[src/rtl/dmem_pkg.sv]
// Shared types and defaults for the data-memory arbiter.
// Imported by the interface, the round-robin picker and the top.
package dmem_pkg;

   localparam int DM_ADDRESS = 9;
   localparam int DATA_W     = 32;
   localparam int LOCK_MAX   = 16;

   typedef enum logic {
      ARB,
      LOCKED
   } arb_state_t;

   typedef struct packed {
      logic                  we;
      logic [DM_ADDRESS-1:0] addr;
      logic [DATA_W-1:0]     wdata;
   } dmem_req_t;

endpackage

[src/rtl/dmem_if.sv]
// Requester and memory-side signals of the data-memory arbiter.
// master = requesters + memory, slave = arbiter.
interface dmem_if #(
   parameter int AW = dmem_pkg::DM_ADDRESS,
   parameter int DW = dmem_pkg::DATA_W
);
   logic [1:0]    req;
   logic [1:0]    we;
   logic [1:0]    lock;
   logic [AW-1:0] addr0;
   logic [AW-1:0] addr1;
   logic [DW-1:0] wdata0;
   logic [DW-1:0] wdata1;
   logic [1:0]    gnt;
   logic [1:0]    rvalid;
   logic [DW-1:0] rdata;
   logic          mem_read;
   logic          mem_write;
   logic [AW-1:0] mem_a;
   logic [DW-1:0] mem_wd;
   logic [DW-1:0] mem_rd;

   modport master (
      output req, we, lock, addr0, addr1, wdata0, wdata1, mem_rd,
      input  gnt, rvalid, rdata, mem_read, mem_write, mem_a, mem_wd
   );

   modport slave (
      input  req, we, lock, addr0, addr1, wdata0, wdata1, mem_rd,
      output gnt, rvalid, rdata, mem_read, mem_write, mem_a, mem_wd
   );

endinterface

[src/rtl/dmem_arbiter_rr_arb2.sv]
// Two-way round-robin picker: a lone requester always wins,
// on contention rr_ptr names the winner.
module rr_arb2 (
   input  logic [1:0] req,
   input  logic       rr_ptr,
   output logic [1:0] gnt
);

   always_comb begin
      gnt = 2'b00;
      unique case (1'b1)
         (req == 2'b11): gnt = rr_ptr ? 2'b10 : 2'b01;
         (req == 2'b01): gnt = 2'b01;
         (req == 2'b10): gnt = 2'b10;
         default:        gnt = 2'b00;
      endcase
   end

endmodule

[src/rtl/dmem_arbiter.sv]
// Round-robin arbiter with timed bus lock in front of the
// single-port data memory; read data is registered.
module dmem_arbiter #(
   parameter int DM_ADDRESS = dmem_pkg::DM_ADDRESS,
   parameter int DATA_W     = dmem_pkg::DATA_W,
   parameter int LOCK_MAX   = dmem_pkg::LOCK_MAX
) (
   input logic   clk,
   input logic   rst_n,
   dmem_if.slave bus
);
   import dmem_pkg::*;

   localparam int CW = $clog2(LOCK_MAX + 1);

   arb_state_t        state_q, state_d;
   logic              owner_q, owner_d;
   logic              rr_ptr_q, rr_ptr_d;
   logic [CW-1:0]     lock_cnt_q, lock_cnt_d;
   logic [CW-1:0]     cnt_inc;
   logic [1:0]        rvalid_q, rvalid_d;
   logic [DATA_W-1:0] rdata_q, rdata_d;

   logic [1:0] rr_gnt;
   logic [1:0] gnt;
   logic       any_g;
   logic       rd_go;
   logic       wr_go;
   dmem_req_t  rq0, rq1, sel;

   rr_arb2 u_rr (
      .req    (bus.req),
      .rr_ptr (rr_ptr_q),
      .gnt    (rr_gnt)
   );

   always_comb begin
      state_d    = state_q;
      owner_d    = owner_q;
      rr_ptr_d   = rr_ptr_q;
      lock_cnt_d = lock_cnt_q;
      gnt        = 2'b00;
      cnt_inc    = lock_cnt_q + 1'b1;
      unique case (state_q)
         ARB: begin
            gnt = rr_gnt;
            if (|rr_gnt) begin
               if (&bus.req) rr_ptr_d = ~rr_gnt[1];
               if (bus.lock[rr_gnt[1]]) begin
                  state_d    = LOCKED;
                  owner_d    = rr_gnt[1];
                  lock_cnt_d = CW'(1);
               end
            end
         end
         LOCKED: begin
            if (bus.req[owner_q]) begin
               gnt[owner_q] = 1'b1;
               lock_cnt_d   = cnt_inc;
               // timeout: last grant still given, other port wins next
               if (cnt_inc == CW'(LOCK_MAX)) begin
                  state_d    = ARB;
                  rr_ptr_d   = ~owner_q;
                  lock_cnt_d = '0;
               end else if (!bus.lock[owner_q]) begin
                  state_d    = ARB;
                  lock_cnt_d = '0;
               end
            end else begin
               state_d    = ARB;
               lock_cnt_d = '0;
            end
         end
         default: state_d = ARB;
      endcase
      if (!rst_n) gnt = 2'b00;
   end

   always_comb begin
      rq0   = '{we: bus.we[0], addr: bus.addr0, wdata: bus.wdata0};
      rq1   = '{we: bus.we[1], addr: bus.addr1, wdata: bus.wdata1};
      sel   = gnt[1] ? rq1 : rq0;
      any_g = |gnt;
      rd_go = any_g & ~sel.we;
      wr_go = any_g & sel.we;
   end

   always_comb begin
      rvalid_d = gnt & ~bus.we;
      rdata_d  = rd_go ? bus.mem_rd : rdata_q;
   end

   assign bus.gnt       = gnt;
   assign bus.mem_read  = rd_go;
   assign bus.mem_write = wr_go;
   assign bus.mem_a     = any_g ? sel.addr : '0;
   assign bus.mem_wd    = any_g ? sel.wdata : '0;
   assign bus.rvalid    = rvalid_q;
   assign bus.rdata     = rdata_q;

   always_ff @(posedge clk or negedge rst_n) begin
      if (!rst_n) begin
         state_q    <= ARB;
         owner_q    <= 1'b0;
         rr_ptr_q   <= 1'b0;
         lock_cnt_q <= '0;
         rvalid_q   <= 2'b00;
         rdata_q    <= '0;
      end else begin
         state_q    <= state_d;
         owner_q    <= owner_d;
         rr_ptr_q   <= rr_ptr_d;
         lock_cnt_q <= lock_cnt_d;
         rvalid_q   <= rvalid_d;
         rdata_q    <= rdata_d;
      end
   end

endmodule
[src/flat_wrapper.sv]
// flat-port wrapper written by rule: the top's interface ports become plain ports
module dmem_arbiter_flat import dmem_pkg::*;
#(
   parameter int DM_ADDRESS = dmem_pkg::DM_ADDRESS,
   parameter int DATA_W     = dmem_pkg::DATA_W,
   parameter int LOCK_MAX   = dmem_pkg::LOCK_MAX
)
  (clk, rst_n, bus_req, bus_we, bus_lock, bus_addr0, bus_addr1, bus_wdata0, bus_wdata1, bus_mem_rd, bus_gnt, bus_rvalid, bus_rdata, bus_mem_read, bus_mem_write, bus_mem_a, bus_mem_wd);
  dmem_if bus_i ();
  input logic clk;
  input logic rst_n;
  input wire logic [$bits(bus_i.req)-1:0] bus_req;
  input wire logic [$bits(bus_i.we)-1:0] bus_we;
  input wire logic [$bits(bus_i.lock)-1:0] bus_lock;
  input wire logic [$bits(bus_i.addr0)-1:0] bus_addr0;
  input wire logic [$bits(bus_i.addr1)-1:0] bus_addr1;
  input wire logic [$bits(bus_i.wdata0)-1:0] bus_wdata0;
  input wire logic [$bits(bus_i.wdata1)-1:0] bus_wdata1;
  input wire logic [$bits(bus_i.mem_rd)-1:0] bus_mem_rd;
  output wire logic [$bits(bus_i.gnt)-1:0] bus_gnt;
  output wire logic [$bits(bus_i.rvalid)-1:0] bus_rvalid;
  output wire logic [$bits(bus_i.rdata)-1:0] bus_rdata;
  output wire logic [$bits(bus_i.mem_read)-1:0] bus_mem_read;
  output wire logic [$bits(bus_i.mem_write)-1:0] bus_mem_write;
  output wire logic [$bits(bus_i.mem_a)-1:0] bus_mem_a;
  output wire logic [$bits(bus_i.mem_wd)-1:0] bus_mem_wd;
  assign bus_i.req = bus_req;
  assign bus_i.we = bus_we;
  assign bus_i.lock = bus_lock;
  assign bus_i.addr0 = bus_addr0;
  assign bus_i.addr1 = bus_addr1;
  assign bus_i.wdata0 = bus_wdata0;
  assign bus_i.wdata1 = bus_wdata1;
  assign bus_i.mem_rd = bus_mem_rd;
  assign bus_gnt = bus_i.gnt;
  assign bus_rvalid = bus_i.rvalid;
  assign bus_rdata = bus_i.rdata;
  assign bus_mem_read = bus_i.mem_read;
  assign bus_mem_write = bus_i.mem_write;
  assign bus_mem_a = bus_i.mem_a;
  assign bus_mem_wd = bus_i.mem_wd;
  dmem_arbiter #(.DM_ADDRESS(DM_ADDRESS), .DATA_W(DATA_W), .LOCK_MAX(LOCK_MAX)) u_core (.clk(clk), .rst_n(rst_n), .bus(bus_i));
endmodule
[config.mk]
export PLATFORM = sky130hd
export DESIGN_NAME = dmem_arbiter_flat
export DESIGN_NICKNAME = d
export VERILOG_FILES = /design/src/rtl/dmem_pkg.sv /design/src/rtl/dmem_if.sv /design/src/rtl/dmem_arbiter_rr_arb2.sv /design/src/rtl/dmem_arbiter.sv /design/src/flat_wrapper.sv
export SDC_FILE = /design/constraint.sdc
export NUM_CORES = 1
export LEC_CHECK = 0
export BUFFER_PORTS_ARGS = -buffer_cell sky130_fd_sc_hd__buf_2
export CAP_MARGIN = 0
export CORE_MARGIN = 3
export CORE_UTILIZATION = 38
export CTS_BUF_LIST = sky130_fd_sc_hd__clkbuf_2
export CTS_CLUSTER_DIAMETER = 30
export DETAILED_ROUTE_END_ITERATION = 8
export PLACE_DENSITY = 0.86
export SETUP_SLACK_MARGIN = 0.2
export SYNTH_ARGS = -nofsm -noshare
export SYNTH_HDL_FRONTEND = slang
export SYNTH_SLANG_ARGS = --single-unit
export TNS_END_PERCENT = 50
[constraint.sdc]
create_clock -name clk -period 2.55 [get_ports clk]
set_input_delay 0.1275 -clock clk [delete_from_list [all_inputs] [get_ports clk]]
set_output_delay 0.1275 -clock clk [all_outputs]
set_load 0.02 [all_outputs]
## Word level (Yosys, flattened, before mapping)

Cells that the tools add are included.

| word-level totals | value |
|---|---|
| bits in registers | 42 |
| bits of input ports | 122 |
| output and inout port bits | 79 |
| logic and storage cells | 67 |

| operators by class | value |
|---|---|
| add/subtract/negate cells | 1 |
| magnitude comparators | 3 |
| equal/unequal tests | 9 |
| mux-type cells | 33 |
| bitwise gates (word level) | 8 |
| reduce and logical (&&, ||, !) cells | 7 |

Operators with widths:

| operator | count |
|---|---|
| 42-bit 2-to-1 mux | 1 |
| 32-bit 2-to-1 mux | 1 |
| 5-bit 2-to-1 mux | 5 |
| 1-bit 2-to-1 mux | 16 |
| 5-bit one-hot mux with 2 select lines | 1 |
| 9-bit 2-to-1 mux | 1 |
| 2-bit 2-to-1 mux | 3 |
| 2-bit by 1-bit inequality test with 1-bit output (second input constant) | 3 |
| 2-bit one-hot mux with 3 select lines | 1 |
| 5-bit by 1-bit adder with 5-bit output (second input constant) | 1 |
| 5-bit equality test (second input constant) | 1 |
| 2-bit equality test (second input constant) | 2 |
| 1-bit by 2-bit < comparator with 1-bit output (second input constant) | 2 |
| 2-bit inequality test (second input constant) | 2 |
| 1-bit NOT | 4 |
| 1-bit one-hot mux with 2 select lines | 2 |
| 2-bit one-hot mux with 2 select lines | 1 |
| 2-bit AND reduction | 2 |
| 4-bit AND reduction | 1 |
| 2-bit OR reduction | 2 |
| 3-bit AND reduction | 1 |
| 1-bit bitwise AND | 2 |
| 2-bit bitwise AND | 1 |
| 2-bit by 1-bit equality test with 1-bit output (second input constant) | 1 |
| other kinds (4) | 4 |

## Depth between registers and ports, before layout

| depth | value |
|---|---|
| word-level depth | 10 |
| mapped depth | 7 |
| gate-level depth less buffers | 5 |

## Modules after synthesis

Synthesis repeated with hierarchy kept, for this count alone.

| unflattened totals | value |
|---|---|
| cells, all modules | 186 |
| area, all modules | 2346.0 um2 |

Modules (own cells, without submodules):

| module | times used | cells an instance | area an instance (um2) |
|---|---|---|---|
| dmem_arbiter | 1 | 183 | 2327.2 |
| rr_arb2 | 1 | 3 | 18.8 |

## Worst setup path before layout

OpenSTA, ideal clock, no wires.

| timing | value |
|---|---|
| path type | register to register |
| from | register u_core.rr_ptr_q |
| to | register u_core.rdata_q[10], in the netlist u_core.bus.rdata[10] |
| arrival | 1692 ps |
| required time | 2425 ps |
| slack | 733 ps |
| stages on the path, launching flop included | 7 |
| path buffers | 2 |
| cell sequence | dfrtp_1 -> nand2b_1 -> o2111a_1 -> buf_2 -> a22oi_4 -> buf_6 -> mux2_2 |

| on the way | value |
|---|---|
| word-level cells in the longest chain between the ends | 7 |

Ends and longest elaborated chain:

| item | line | text |
|---|---|---|
| start, declared | dmem_arbiter.sv:18 | `logic rr_ptr_q, rr_ptr_d;` |
| start signal, assigned | dmem_arbiter.sv:112 | `rr_ptr_q <= rr_ptr_d;` |
| 2-bit 2-to-1 mux (*) | dmem_arbiter_rr_arb2.sv:12 | `(req == 2'b11): gnt = rr_ptr ? 2'b10 : 2'b01;` |
| 2-bit one-hot mux with 3 select lines (*) | dmem_arbiter_rr_arb2.sv:11 | `unique case (1'b1)` |
| 2-bit one-hot mux with 2 select lines (*) | dmem_arbiter.sv:44 | `unique case (state_q)` |
| 2-bit 2-to-1 mux (*) | dmem_arbiter.sv:76 | `if (!rst_n) gnt = 2'b00;` |
| 42-bit 2-to-1 mux | dmem_arbiter.sv:82 | `sel = gnt[1] ? rq1 : rq0;` |
| 1-bit NOT | dmem_arbiter.sv:84 | `rd_go = any_g & ~sel.we;` |
| 1-bit bitwise AND (*) | dmem_arbiter.sv:84 |  |
| end signal, assigned | dmem_arbiter.sv:115 | `rdata_q <= rdata_d;` |
| end, declared | dmem_arbiter.sv:22 | `logic [DATA_W-1:0] rdata_q, rdata_d;` |

Mark *: on every way between the ends. The rest lies on a longest branch, timed or not.
A chain may end at the register's enable or synchronous reset.

## Final worst setup path

| timing | value |
|---|---|
| from | register u_core.state_q |
| to | output port bus_mem_wd[8] |

| on the way | value |
|---|---|
| word-level cells in the longest chain between the ends | 5 |

Ends and longest elaborated chain:

| item | line | text |
|---|---|---|
| start, declared | dmem_arbiter.sv:16 | `arb_state_t state_q, state_d;` |
| start signal, assigned | dmem_arbiter.sv:110 | `state_q <= state_d;` |
| 1-bit NOT | -- |  |
| 2-bit one-hot mux with 2 select lines (*) | dmem_arbiter.sv:44 |  |
| 2-bit 2-to-1 mux (*) | dmem_arbiter.sv:76 |  |
| 42-bit 2-to-1 mux or 2-bit OR reduction (tied branches) | dmem_arbiter.sv:82, dmem_arbiter.sv:83 |  |
| 32-bit 2-to-1 mux (*) | dmem_arbiter.sv:97 | `assign bus.mem_wd = any_g ? sel.wdata : '0;` |
| end, declared | flat_wrapper.sv:26 | `output wire logic [$bits(bus_i.mem_wd)-1:0] bus_mem_wd;` |

Marks and branches as above.

==> metrics <==
period utilization=87.9%; H-Tree Depth=2; leakage power=2.00 nW; core area=5570 um^2; Worst Path Buf+Inv=2; Crit path max-delay family=flip-flops; final setup fails=0; Rel. slew slack=67.6%; Final min period=2.24 ns; PortBufs=200; compound-gate portion of the synthesized area=25.1%; Synth Instances=184; total power=3.11 mW; Crit-path slowest cell=dfrtp_1; Via density=5.43; Cell variety after synth=34; r2r startpoint=u_core.rr_ptr_q$_DFFE_PN0P_; Adder-Cell Fraction of Synth Area=0.566%; Post-Synth XOR/XNOR Area=0.396%; Initial DRC Count=189; wire length of the first global-routing pass=12500 um; Hold Crit Class=input port to register; number of global-route vias before repair=2417; Synth Register Bits=42; Yosys Warn Count=0; Placed Instances=446; CTS max path bufs=2; fin nets=539; fin. max-slew vios=0; antenna violations before repair=0; Clock Sink Count=42; Setup WS pre-CTS=0.585 ns; Worst Skew=0.0281 ns; Util after Layout=66.2%; Die Wd=82.3 um; final wirelength=9110 um; Starting Density=39.6%; CP Class=register to output port; Least-Margin Pin Slew=0.483 ns; Worst Min Path Start=bus_we[0]; Die Area=6770 um^2; root buffer cell=clkbuf_2; Critical path origin=u_core.state_q$_DFF_PN0_; Max Fclk=446 MHz; worst-skew pair later-pin latency=0.42 ns; Syn Std Cell Area=2210 um^2; crit path DAT=2.11 ns; Peak supply drop=0.000444 V; Final Wtd Congestion=0.879; syn avg cell area=12.0 um^2; Filler Cell Count=396; Seq/Total Area, Yosys=47.6%; Max-cap violations=0; first-pass iteration count of the detailed router=5; DP HPWL=5980 um; non-filler cells, final=489; total global-route track usage=24.5%; synthesis-to-finish area growth=66.9%; crit-path max FO=44; Wirelength per Cell=18.6 um; row cnt=27; CTS buffer count=5; final hold violations=0; setup TNS=0 ns; Die Height=82.3 um; CTS tree=yes; unrepaired setup endpoints after global routing=yes; Worst Slack Setup Final=0.308 ns; clock transition at the registers of the reported paths=0.20 ns; Vias=2657; Pwr per Cell Area=843 nW/um^2; Worst path max stage delay=0.53 ns; Critical Path Start Type=register; Post-DRT Antenna Nets=0; outcome=finished clean; CP Cell Sequence=nand2b_1 -> o2111a_1 -> clkbuf_8 -> a22o_1 -> buf_2; ratio of cells with drive above 1 in the final layout=58.5%; final global-route overflow total=0; DR DRC count=0; CP Capture Type=output port; simple-gate portion of the synthesized area=5.66%; largest net degree at the start of global routing=45; largest family of logic cells by synthesized area=compound AO/OA/AOI/OAI gates; ant diodes=0; worst endpoint required time=2.42 ns; mux contribution to synthesized area=16.3%; Top-Level Pins=201; Mapped Nets=307
-- routing by layer --
metal	GRT usage [%]	up-vias	part of all wire [%]
met5	0	-	0
met2	41.7	217	48
met1	28.9	1241	36
li1	-	1166	-
met4	9.63	0	4.0
met3	7.27	33	12
-- final timing paths --
| kind | cells after the start | slack, ns | to |
|---|---|---|---|
| worst max-delay path | 5 | 0.31 | bus_mem_wd[8] |
| worst min-delay path | 3 | 0.03 | u_core.bus.rvalid[0]$_DFF_PN0_ |
| worst max register to register | 5 | 0.64 | u_core.bus.rdata[10]$_DFFE_PN0P_ |
| worst min register to register | 1 | 0.53 | u_core.bus.rdata[3]$_DFFE_PN0P_ |
| max in group asynchronous | 3 | 1.77 | u_core.lock_cnt_q[1]$_DFFE_PN0P_ |
| min in group asynchronous | 2 | 0.09 | u_core.rr_ptr_q$_DFFE_PN0P_ |
-- tightest hold or removal path: cells and delay by family --
kind / cells / cell delay (ns)
AND/OR/NAND/NOR: 1 / 0.14
buffers and inverters: 2 / 0.15
-- power by group --
| part | internal [mW] | switching, mW |
|---|---|---|
| clock network | 0.170 | 0.221 |
| logic | 0.663 | 0.923 |
| registers | 0.928 | 0.203 |
-- cell type report --
class	count	area [um^2]	area share, %
clock buffer	6	30.0	0.814
clock inverter	2	37.5	1.02
inverter	5	18.8	0.509
multi-input combinational	123	1060	28.8
sequential	42	1050	28.5
tap	72	90.1	2.44
timing repair buffer	239	1400	37.9
-- flip-flops by register name, indices dropped and copies added (netlist names) --
signal             cells
u_core.lock_cnt_q      5
u_core.rr_ptr_q        1
u_core.bus.rdata      32
u_core.state_q         1
u_core.owner_q         1
u_core.bus.rvalid      2
-- metrics by stage --
stage               hold slack [ns]  area (um^2)
floorplan                    -0.168         2210
global placement            -0.0458         3250
detailed placement          -0.0444         3250
CTS                          0.0147         3650
global route                 0.0227         3690
finish                       0.0304         3690
-- repair_timing --
action                     in CTS  in global routing
hold buffers                   33                  2
setup buffers                   0                  0
hold endpoints to repair       74                  2
gates resized for setup         0                  5
setup endpoints to repair       0                 43
-- logic make-up (layout without fill, tap and decap cells) --
| kind of cell | Yosys count | after routing |
|---|---|---|
| AND/OR/NAND/NOR | 24 | 24 |
| XOR/XNOR | 1 | 1 |
| adder cells (fa/ha/maj) | 1 | 1 |
| buffers and inverters | 19 | 252 |
| multiplexers | 32 | 32 |
| AO/OA/AOI/OAI | 65 | 65 |
| flip-flops | 42 | 42 |
-- cells in the mapped netlist --
cell / instances / area [um^2]
o21ai_1: 1 / 5.00
o21ai_0: 2 / 10.0
o2bb2ai_1: 4 / 35.0
nor3_1: 1 / 5.00
dfrtp_1: 42 / 1050
a21o_1: 2 / 15.0
a21oi_1: 3 / 15.0
ha_1: 1 / 12.5
clkbuf_1: 2 / 7.51
nand2_1: 9 / 33.8
buf_2: 3 / 15.0
nand3_1: 2 / 10.0
a2bb2oi_1: 1 / 8.76
nor2_1: 1 / 3.75
buf_6: 3 / 33.8
buf_1: 6 / 22.5
mux2_2: 31 / 349
xor2_1: 1 / 8.76
and3b_1: 1 / 8.76
and3_1: 1 / 6.26
nor2b_1: 2 / 12.5
o32ai_1: 1 / 8.76
and2_1: 4 / 25.0
o2111a_1: 2 / 22.5
nor3b_1: 1 / 7.51
mux2_1: 1 / 11.3
a22o_1: 42 / 368
o21bai_1: 1 / 7.51
a22oi_4: 1 / 21.3
inv_1: 5 / 18.8
o31ai_1: 1 / 7.51
nand2b_1: 2 / 12.5
o22ai_1: 2 / 12.5
a32oi_1: 2 / 17.5
-- cells in the final DEF (no fill, tap or decap) --
| cell | n |
|---|---|
| and3b_1 | 1 |
| and3_1 | 1 |
| dfrtp_1 | 42 |
| a32oi_1 | 2 |
| ha_1 | 1 |
| mux2_2 | 31 |
| buf_6 | 1 |
| o21ai_0 | 2 |
| mux2_1 | 1 |
| clkinvlp_4 | 1 |
| nor3_1 | 1 |
| nor2b_1 | 2 |
| a21oi_1 | 3 |
| nand2_1 | 9 |
| dlygate4sd3_1 | 35 |
| nand3_1 | 2 |
| inv_1 | 5 |
| o2bb2ai_1 | 4 |
| xor2_1 | 1 |
| clkbuf_2 | 6 |
| o22ai_1 | 2 |
| a22oi_4 | 1 |
| a21o_1 | 2 |
| nor2_1 | 1 |
| buf_8 | 1 |
| nor3b_1 | 1 |
| bufinv_16 | 1 |
| a2bb2oi_1 | 1 |
| clkbuf_8 | 1 |
| o21bai_1 | 1 |
| a22o_1 | 42 |
| o2111a_1 | 2 |
| nand2b_1 | 2 |
| o32ai_1 | 1 |
| buf_4 | 1 |
| o21ai_1 | 1 |
| o31ai_1 | 1 |
| buf_2 | 200 |
| and2_1 | 4 |
Note: power is estimated with default switching activity, not from simulation.
